--- src/rtl/seg_pkg.sv ---
// Shared segment encodings for the seven-segment scan driver.
// Segment order is {A,B,C,D,E,F,G}, A in the MSB, active-high.
package seg_pkg;

  localparam logic [6:0] SEG_0     = 7'b1111110;
  localparam logic [6:0] SEG_1     = 7'b0110000;
  localparam logic [6:0] SEG_2     = 7'b1101101;
  localparam logic [6:0] SEG_3     = 7'b1111001;
  localparam logic [6:0] SEG_4     = 7'b0110011;
  localparam logic [6:0] SEG_5     = 7'b1011011;
  localparam logic [6:0] SEG_6     = 7'b1011111;
  localparam logic [6:0] SEG_7     = 7'b1110000;
  localparam logic [6:0] SEG_8     = 7'b1111111;
  localparam logic [6:0] SEG_9     = 7'b1111011;
  localparam logic [6:0] SEG_BLANK = 7'b0000000;

  // Position of the decimal point in the 8-bit seg_led word.
  localparam int DP_BIT = 0;

endpackage

--- src/rtl/seg_digit_decode.sv ---
// Combinational BCD to seven-segment decoder; values 10..15 decode to blank.
module seg_digit_decode
  import seg_pkg::*;
(
  input  logic [3:0] value,
  output logic [6:0] seg
);

  always_comb begin
    case (value)
      4'd0:    seg = SEG_0;
      4'd1:    seg = SEG_1;
      4'd2:    seg = SEG_2;
      4'd3:    seg = SEG_3;
      4'd4:    seg = SEG_4;
      4'd5:    seg = SEG_5;
      4'd6:    seg = SEG_6;
      4'd7:    seg = SEG_7;
      4'd8:    seg = SEG_8;
      4'd9:    seg = SEG_9;
      default: seg = SEG_BLANK;
    endcase
  end

endmodule

--- src/rtl/seg_scan_driver.sv ---
// Multiplexed seven-segment scan driver with frame snapshot, leading-zero
// blanking and a one-clock anti-ghost gap. Blinking is built only with SEG_SCAN_BLINK_EN.
module seg_scan_driver
  import seg_pkg::*;
#(
  parameter int DIGITS    = 4,
  parameter int SCAN_DIV  = 50000,
  parameter int BLINK_DIV = 64
) (
  input  logic                  clk,
  input  logic                  rst_n,
  input  logic [4*DIGITS-1:0]   num_bus,
  input  logic [DIGITS-1:0]     dp_mask,
  input  logic                  blank_en,
  input  logic [DIGITS-1:0]     blink_mask,
  output logic [7:0]            seg_led,
  output logic [DIGITS-1:0]     dig_sel
);

  localparam int CNT_W = $clog2(SCAN_DIV);
  localparam int IDX_W = (DIGITS > 1) ? $clog2(DIGITS) : 1;
  localparam logic [CNT_W-1:0] CNT_LAST = CNT_W'(SCAN_DIV - 1);
  localparam logic [IDX_W-1:0] IDX_LAST = IDX_W'(DIGITS - 1);

  logic [CNT_W-1:0]    cnt_p0;
  logic [IDX_W-1:0]    idx_p0;
  logic                vld_p0;
  logic [4*DIGITS-1:0] num_snap;
  logic [DIGITS-1:0]   dp_snap;
  logic                blank_snap;
  logic                slot_edge;
  logic                frame_wrap;

  assign slot_edge  = (cnt_p0 == CNT_LAST);
  assign frame_wrap = slot_edge && (idx_p0 == IDX_LAST);

  // Stage 0: prescaler, digit index and frame snapshot
  always_ff @(posedge clk or negedge rst_n) begin
    if (!rst_n) begin
      cnt_p0     <= '0;
      idx_p0     <= IDX_LAST;
      vld_p0     <= 1'b0;
      num_snap   <= '0;
      dp_snap    <= '0;
      blank_snap <= 1'b0;
    end else begin
      vld_p0 <= slot_edge;
      if (slot_edge) begin
        cnt_p0 <= '0;
        idx_p0 <= (idx_p0 == IDX_LAST) ? '0 : idx_p0 + IDX_W'(1);
      end else begin
        cnt_p0 <= cnt_p0 + CNT_W'(1);
      end
      if (frame_wrap) begin
        num_snap   <= num_bus;
        dp_snap    <= dp_mask;
        blank_snap <= blank_en;
      end
    end
  end

`ifdef SEG_SCAN_BLINK_EN
  localparam int FR_W = $clog2(BLINK_DIV + 1);

  logic [FR_W-1:0]   frame_cnt;
  logic              phase_on;
  logic [DIGITS-1:0] blink_snap;
  logic              blink_bit;

  // Counter runs 1..BLINK_DIV after the first wrap, so the first half-period
  // covers frames 0..BLINK_DIV-1 exactly like every later one.
  always_ff @(posedge clk or negedge rst_n) begin
    if (!rst_n) begin
      frame_cnt  <= '0;
      phase_on   <= 1'b1;
      blink_snap <= '0;
    end else if (frame_wrap) begin
      blink_snap <= blink_mask;
      if (frame_cnt == FR_W'(BLINK_DIV)) begin
        frame_cnt <= FR_W'(1);
        phase_on  <= ~phase_on;
      end else begin
        frame_cnt <= frame_cnt + FR_W'(1);
      end
    end
  end

  always_comb begin
    blink_bit = 1'b0;
    for (int i = 0; i < DIGITS; i++) begin
      if (idx_p0 == IDX_W'(i)) blink_bit = blink_snap[i];
    end
  end
`else
  localparam int unused_blink_div = BLINK_DIV;
  logic unused_blink;
  assign unused_blink = ^blink_mask;
`endif

  logic [3:0]        digit_val;
  logic              dp_bit;
  logic              blank_digit;
  logic              zero_above;
  logic [DIGITS-1:0] dig_next;
  logic [6:0]        seg_dec;
  logic [7:0]        seg_next;

  // Scan from the most significant digit so zero_above holds "this digit and
  // every digit above it are zero" when the selected index is reached.
  always_comb begin
    digit_val   = '0;
    dp_bit      = 1'b0;
    blank_digit = 1'b0;
    zero_above  = 1'b1;
    dig_next    = '0;
    for (int i = DIGITS - 1; i >= 0; i--) begin
      zero_above = zero_above && (num_snap[4*i +: 4] == 4'd0);
      if (idx_p0 == IDX_W'(i)) begin
        dig_next[i] = 1'b1;
        digit_val   = num_snap[4*i +: 4];
        dp_bit      = dp_snap[i];
        blank_digit = blank_snap && (i != 0) && zero_above;
      end
    end
  end

  seg_digit_decode u_decode (
    .value (digit_val),
    .seg   (seg_dec)
  );

  always_comb begin
    seg_next         = {(blank_digit ? SEG_BLANK : seg_dec), 1'b0};
    seg_next[DP_BIT] = dp_bit;
`ifdef SEG_SCAN_BLINK_EN
    if (!phase_on && blink_bit) seg_next = '0;
`endif
  end

  // Stage 1: registered outputs, dark for one clock at each slot edge
  always_ff @(posedge clk or negedge rst_n) begin
    if (!rst_n) begin
      dig_sel <= '0;
      seg_led <= '0;
    end else if (slot_edge) begin
      dig_sel <= '0;
      seg_led <= '0;
    end else if (vld_p0) begin
      dig_sel <= dig_next;
      seg_led <= seg_next;
    end
  end

endmodule

--- config.mk ---
export PLATFORM = sky130hd
export DESIGN_NAME = seg_scan_driver
export DESIGN_NICKNAME = d
export VERILOG_FILES = /design/src/rtl/seg_pkg.sv /design/src/rtl/seg_digit_decode.sv /design/src/rtl/seg_scan_driver.sv
export SDC_FILE = /design/constraint.sdc
export NUM_CORES = 1
export LEC_CHECK = 0
export CAP_MARGIN = 20
export CELL_PAD_IN_SITES_DETAIL_PLACEMENT = 0
export CELL_PAD_IN_SITES_GLOBAL_PLACEMENT = 1
export CORE_MARGIN = 4
export CORE_UTILIZATION = 39
export CTS_CLUSTER_SIZE = 16
export DETAILED_ROUTE_END_ITERATION = 12
export PLACE_DENSITY_LB_ADDON = 0.1
export SETUP_SLACK_MARGIN = 0.3
export SLEW_MARGIN = 20
export SYNTH_ARGS = -nofsm -noshare
export SYNTH_HDL_FRONTEND = slang
export SYNTH_SLANG_ARGS = --single-unit
--- constraint.sdc ---
create_clock -name clk -period 2.42 [get_ports clk]
set_clock_uncertainty 0.05 [all_clocks]
set_input_delay 0.363 -clock clk [delete_from_list [all_inputs] [get_ports clk]]
set_output_delay 0.363 -clock clk [all_outputs]
set_load 0.03 [all_outputs]
Word-level counts from Yosys, hierarchy flattened
Memory sizes are Yosys's and may differ from the RTL's.
Cells that the tools add are included.
{"block": "totals", "register_bits": 52, "rom_bits": 112, "in_bits": 27, "output_inout_bits": 12, "memories": 1}
{"memory": "(name not given)", "depth": 16, "width": 7, "read_ports": 1, "rd_ports_with_merged_regs": 0, "write_ports": 0, "line_no": "seg_digit_decode.sv:10", "text": "case (value)"}
{"block": "classes", "n_addsub": 2, "n_eq_ne": 4, "mux": 23, "reduce_logical": 11}
{"op": "two-way mux 4 bit", "n": 6}
{"op": "adder 16 x 1 -> 16 bit (second input constant)", "n": 1}
{"op": "== test 16 bit (second input constant)", "n": 1}
{"op": "two-way mux 16 bit", "n": 1}
{"op": "two-way mux 8 bit", "n": 2}
{"op": "zero test 4 bit", "n": 3}
{"op": "two-way mux 1 bit", "n": 12}
{"op": "two-way mux 7 bit", "n": 1}
{"op": "logical AND 1 bit", "n": 6}
{"op": "== test 2 bit (second input constant)", "n": 2}
{"op": "adder 2 x 1 -> 2 bit (second input constant)", "n": 1}
{"op": "== test 2 x 1 -> 1 bit (second input constant)", "n": 1}
{"op": "zero test 2 bit", "n": 1}
{"op": "two-way mux 2 bit", "n": 1}
{"op": "nonzero test 2 bit", "n": 1}

Logic depth before layout (Yosys ltp)
{"block": "logic_depth", "depth_word": 9, "mapped_depth": 11}

Cells and area by module
Synthesis repeated with hierarchy kept, for this count alone.
{"block": "unflattened", "hier_cells": 247, "hier_area_um2": 2748.9}
{"mod": "seg_scan_driver", "n_inst": 1, "cells_per_inst": 219, "area_per_inst_um2": 2529.9, "seq_area_each_um2": 1303.8}
{"mod": "seg_digit_decode", "n_inst": 1, "cells_per_inst": 28, "area_per_inst_um2": 219.0, "seq_area_each_um2": 0.0}

Least setup slack after synthesis
No wires, ideal clock.
{"block": "synth_timing", "path_type": "reg2reg", "start": "reg idx_p0[0]", "end": "reg seg_led[3]", "t_arrival_ps": 2191, "slack_ps": 55, "path_stages_with_launch": 12, "synth_period_minus_slack_ps": 2365, "path_cell_list": "dfstp_2 inv_1 ha_1 buf_2 nand3b_1 a221oi_1 inv_1 ha_1 o21ai_0 mux2i_1 o211ai_1 a21oi_1"}
{"block": "synth_between", "elab_chain_len": 9}
{"item": "from (decl)", "line_no": "seg_scan_driver.sv:26", "text": "logic [IDX_W-1:0] idx_p0;"}
{"item": "from (signal assigned)", "line_no": "seg_scan_driver.sv:50", "text": "idx_p0 <= (idx_p0 == IDX_LAST) ? '0 : idx_p0 + IDX_W'(1);"}
{"item": "== test 2 bit", "line_no": "seg_scan_driver.sv:118", "text": "if (idx_p0 == IDX_W'(i)) begin"}
{"item": "two-way mux 4 bit (4 in a row)", "line_no": "seg_scan_driver.sv:118"}
{"item": "memory read (16 x 7 bit)"}
{"item": "two-way mux 7 bit *", "line_no": "seg_scan_driver.sv:133", "text": "seg_next = {(blank_digit ? SEG_BLANK : seg_dec), 1'b0};"}
{"item": "two-way mux 8 bit *", "line_no": "seg_scan_driver.sv:148", "text": "end else if (vld_p0) begin"}
{"item": "two-way mux 8 bit *", "line_no": "seg_scan_driver.sv:145", "text": "end else if (slot_edge) begin"}
{"item": "to (signal assigned)", "line_no": "seg_scan_driver.sv:150", "text": "seg_led <= seg_next;"}
{"item": "to (decl)", "line_no": "seg_scan_driver.sv:16", "text": "output logic [7:0] seg_led,"}
Mark *: on every way between the ends. The rest lies on a longest branch, timed or not. The select of a mux whose other input is x is not followed.
A chain may end at the register's enable or synchronous reset.

Final worst setup path
{"block": "layout_timing", "start": "reg idx_p0[0]", "end": "reg seg_led[4]"}
The elaborated chain is that of the path after synthesis.

==> reports/qor.txt <==
Int Pwr - 1.27 mW
Share of final-layout standard cells stronger than drive strength 1 - 24.0%
Pwr Total - 1.61 mW
Setup WS pre-CTS - 58.6 ps
Warnings from Yosys - 0
# placed instances - 342
Unique masters post-synth - 45
Vias in the first global route - 1802
Remaining routing DRC violations - 0
Post-route design area - 3370 um2
Portion of the post-synthesis area used by sequential elements - 48.7%
Tightest hold margin - 433 ps
Slew margin rel. - 58.5%
Routed len/inst - 14.7 um
Net switching share of the total power - 21.2%
Launching point of the worst reg2reg path - idx_p0[0]
Largest voltage drop on the vdd net - 0.278 mV
Max-cap viol count - 0
Via count - 1817
EDFF count, synth - 0
Gpl congestion - 0.747
Violation count after the first detailed-routing iteration - 70
Non-filler instance count after layout - 356
RSZ-0062 raised after global routing - true
Post-route clock period utilization - 95.0%
Biggest fanout along the worst timing path - 6
Final setup violation count - 0
Total number of H-tree levels - 2
Post-synthesis sequential element count - 52
End point of the most critical hold path - cnt_p0[0]
Slack of the worst reg-to-reg path - 120 ps
Type of the worst min-delay path - flip-flop to flip-flop
Arrival time of data at the critical path endpoint - 2470 ps
Clk Latency, worst-skew pair - 300 ps
Clk Tree Root Cell - clkbuf_8
Static leakage - 1.53 nW
Placed wire-length estimate - 3740 um
Count of antenna diodes in the layout - 0
Dpl cell area - 3150 um2
Switching power total - 0.340 mW
Crit Reg-Reg Endpoint - seg_led[4]
Clock transition at the registers of the reported paths - 90 ps
Share of total power in combinational logic - 7.3%
Total negative slack - 0 ps
Post-synth net total - 270
CTS tree - yes
Result of the run - completed
Count of buffers inserted at the top-level ports - 34
Cell area after technology mapping - 2680 um2
Hold Crit Depth - 1
Core footprint - 6490 um2
Die Ht - 90.9 um
Fraction of power consumed by sequential logic - 56.1%
Upper clock frequency limit - 435 MHz
DRT Pass-1 Iters - 4
Worst-margin pin slew - 622 ps
Total grt overflow - 0
Number of buffers created by CTS - 5
Endpoint kind of the worst setup timing path - flip-flop
Async set-reset flop share out of synthesis - 100%
TritonCTS sink count - 52
Total routing resource utilization after global routing - 13.7%
Standard-cell rows - 29
Clock group share of total power - 36.6%
Number of buffers on the longest clock path - 2
Final nets - 315
WP data required - 2590 ps
Floorplan die area - 8260 um2
Power density over the cells - 477 nW/um2
Path type of the worst setup path - flip-flop to flip-flop
Hold Violations, Final - 0
Wire length of the first global-routing pass - 9050 um
Detailed-route vias per instance - 5.10
Startpoint of the lowest-slack hold path - cnt_p0[0]
Primary FF master, synth - dfrtp_1
Final period demand of the worst path - 2300 ps
Initial standard-cell utilization of the core - 41.2%
Remaining number of nets flagged by the antenna check after routing - 0
Total wirelength of the detailed-routed design - 5240 um
Final Worst Setup Slack - 121 ps
Post-Syn Instances - 233
Mean post-synth cell area - 11.5 um2
Number of max-slew violations in the final report - 0
Width of the chip - 90.9 um
Number of antenna violations at the first check in global routing - 0
Final core utilization - 51.8%
Critical Path Source Type - flip-flop
Synth-to-layout area growth - 25.7%
Top-level port count - 39
Reg2reg path depth - 9
Pin count of the biggest net entering global routing - 30
==> how the worst max path moves through the flow <==
stage / startpoint / to / slack [ps] / cells after the start
after floorplan: idx_p0[1] / seg_led[4] / 210 / 10
after global placement: idx_p0[0] / seg_led[7] / 60 / 9
after detailed placement: idx_p0[0] / seg_led[2] / 60 / 9
after CTS: idx_p0[0] / seg_led[7] / 120 / 7
after global routing: idx_p0[0] / seg_led[4] / -30 / 9
final: idx_p0[0] / seg_led[4] / 120 / 9
==> power groups by stage <==
stage	logic [mW]	clock network [mW]	registers, mW
4_1_cts	0.120	0.609	0.900
5_1_grt	0.130	0.638	0.903
3_3_place_gp	0.116	0	0.917
2_1_floorplan	0.0509	0	0.912
6_report	0.117	0.588	0.901
3_5_place_dp	0.116	0	0.917
==> area by class of cell <==
type / count / area, um2
Fill cell: 588 / 3130
Multi-Input combinational cell: 164 / 1370
Sequential cell: 52 / 1300
Timing Repair Buffer: 48 / 463
Tap cell: 77 / 96.3
Clock buffer: 6 / 72.6
Clock inverter: 2 / 35.0
Inverter: 7 / 28.8
==> critical path, cell delays in order (launching register included) <==
cell and delay, ps:
dfstp_2 590, inv_4 60, ha_4 180, buf_6 130, nand3b_1 140, a211o_1 360
ha_2 320, mux2i_1 150, o22ai_1 90, nor3_1 140
==> per-layer routing <==
metal | wire length [um] | track usage [%]
met1 | 2730 | 19.8
met2 | 2250 | 20.0
met3 | 183 | 3.00
met4 | 80 | 4.90
met5 | 0 | 0
==> flip-flops by register name, summed over array words and instances, names as in the netlist <==
register / count
vld_p0: 1
dp_snap: 4
blank_snap: 1
dig_sel: 4
cnt_p0: 16
seg_led: 8
num_snap: 16
idx_p0: 2
==> cell usage after synthesis (all sizes together), types with 4 or more instances <==
cell / count / area, um2
dfrtp: 50 / 1250
mux2: 21 / 312
nor2: 19 / 71.3
nand2: 15 / 61.3
ha: 10 / 125
o21ai: 10 / 50.0
a21oi: 9 / 48.8
nand3: 8 / 40.0
xor2: 8 / 70.1
buf: 7 / 47.5
inv: 7 / 26.3
mux2i: 7 / 70.1
nor2b: 6 / 37.5
nor3: 6 / 30.0
xnor2: 5 / 43.8
nand2b: 4 / 25.0
o211ai: 4 / 30.0
==> cells by family (layout without fill, tap and decap cells) <==
| kind of cell | Yosys count | in the layout | synth area share, % |
|---|---|---|---|
| and+or+nand+nor | 75 | 75 | 15.8 |
| adders and majority gates | 10 | 10 | 4.67 |
| buffers and inverters | 17 | 63 | 3.18 |
| xor gates and xnor gates | 13 | 13 | 4.25 |
| muxes | 28 | 28 | 14.2 |
| DFF | 52 | 52 | 48.7 |
| AOI/OAI and AO/OA | 38 | 38 | 9.15 |
==> layout by cell type (no fill, tap or decap), types with 2 or more instances in the layout <==
cell type,n
mux2_4,20
clkdlybuf4s50_1,33
and3_1,2
xor2_1,8
nand4_1,2
ha_2,2
o21ai_1,2
o22ai_1,3
a21oi_1,8
buf_6,2
nand2_1,13
nand3b_1,2
clkbuf_8,5
dfstp_2,2
nor4_4,2
inv_1,4
nor2_1,18
inv_2,2
a211oi_1,2
mux2i_1,7
o21ai_0,7
ha_4,3
nor3_1,6
buf_4,10
a211o_1,2
xnor2_1,5
nor2b_1,6
a22oi_2,2
nand2b_1,4
dfrtp_1,50
nand2_2,2
o211ai_1,4
nand3_1,8
ha_1,5
==> repair_timing <==
| item | CTS | global route |
|---|---|---|
| setup buffers | 5 | 0 |
| resized for setup | 12 | 3 |
| setup endpoints to repair | 7 | 29 |
| hold buffers | 1 | 0 |
| pin swaps | 8 | 0 |
| hold endpoints to repair | 5 | 0 |
Note: power is estimated with default switching activity, not from simulation.
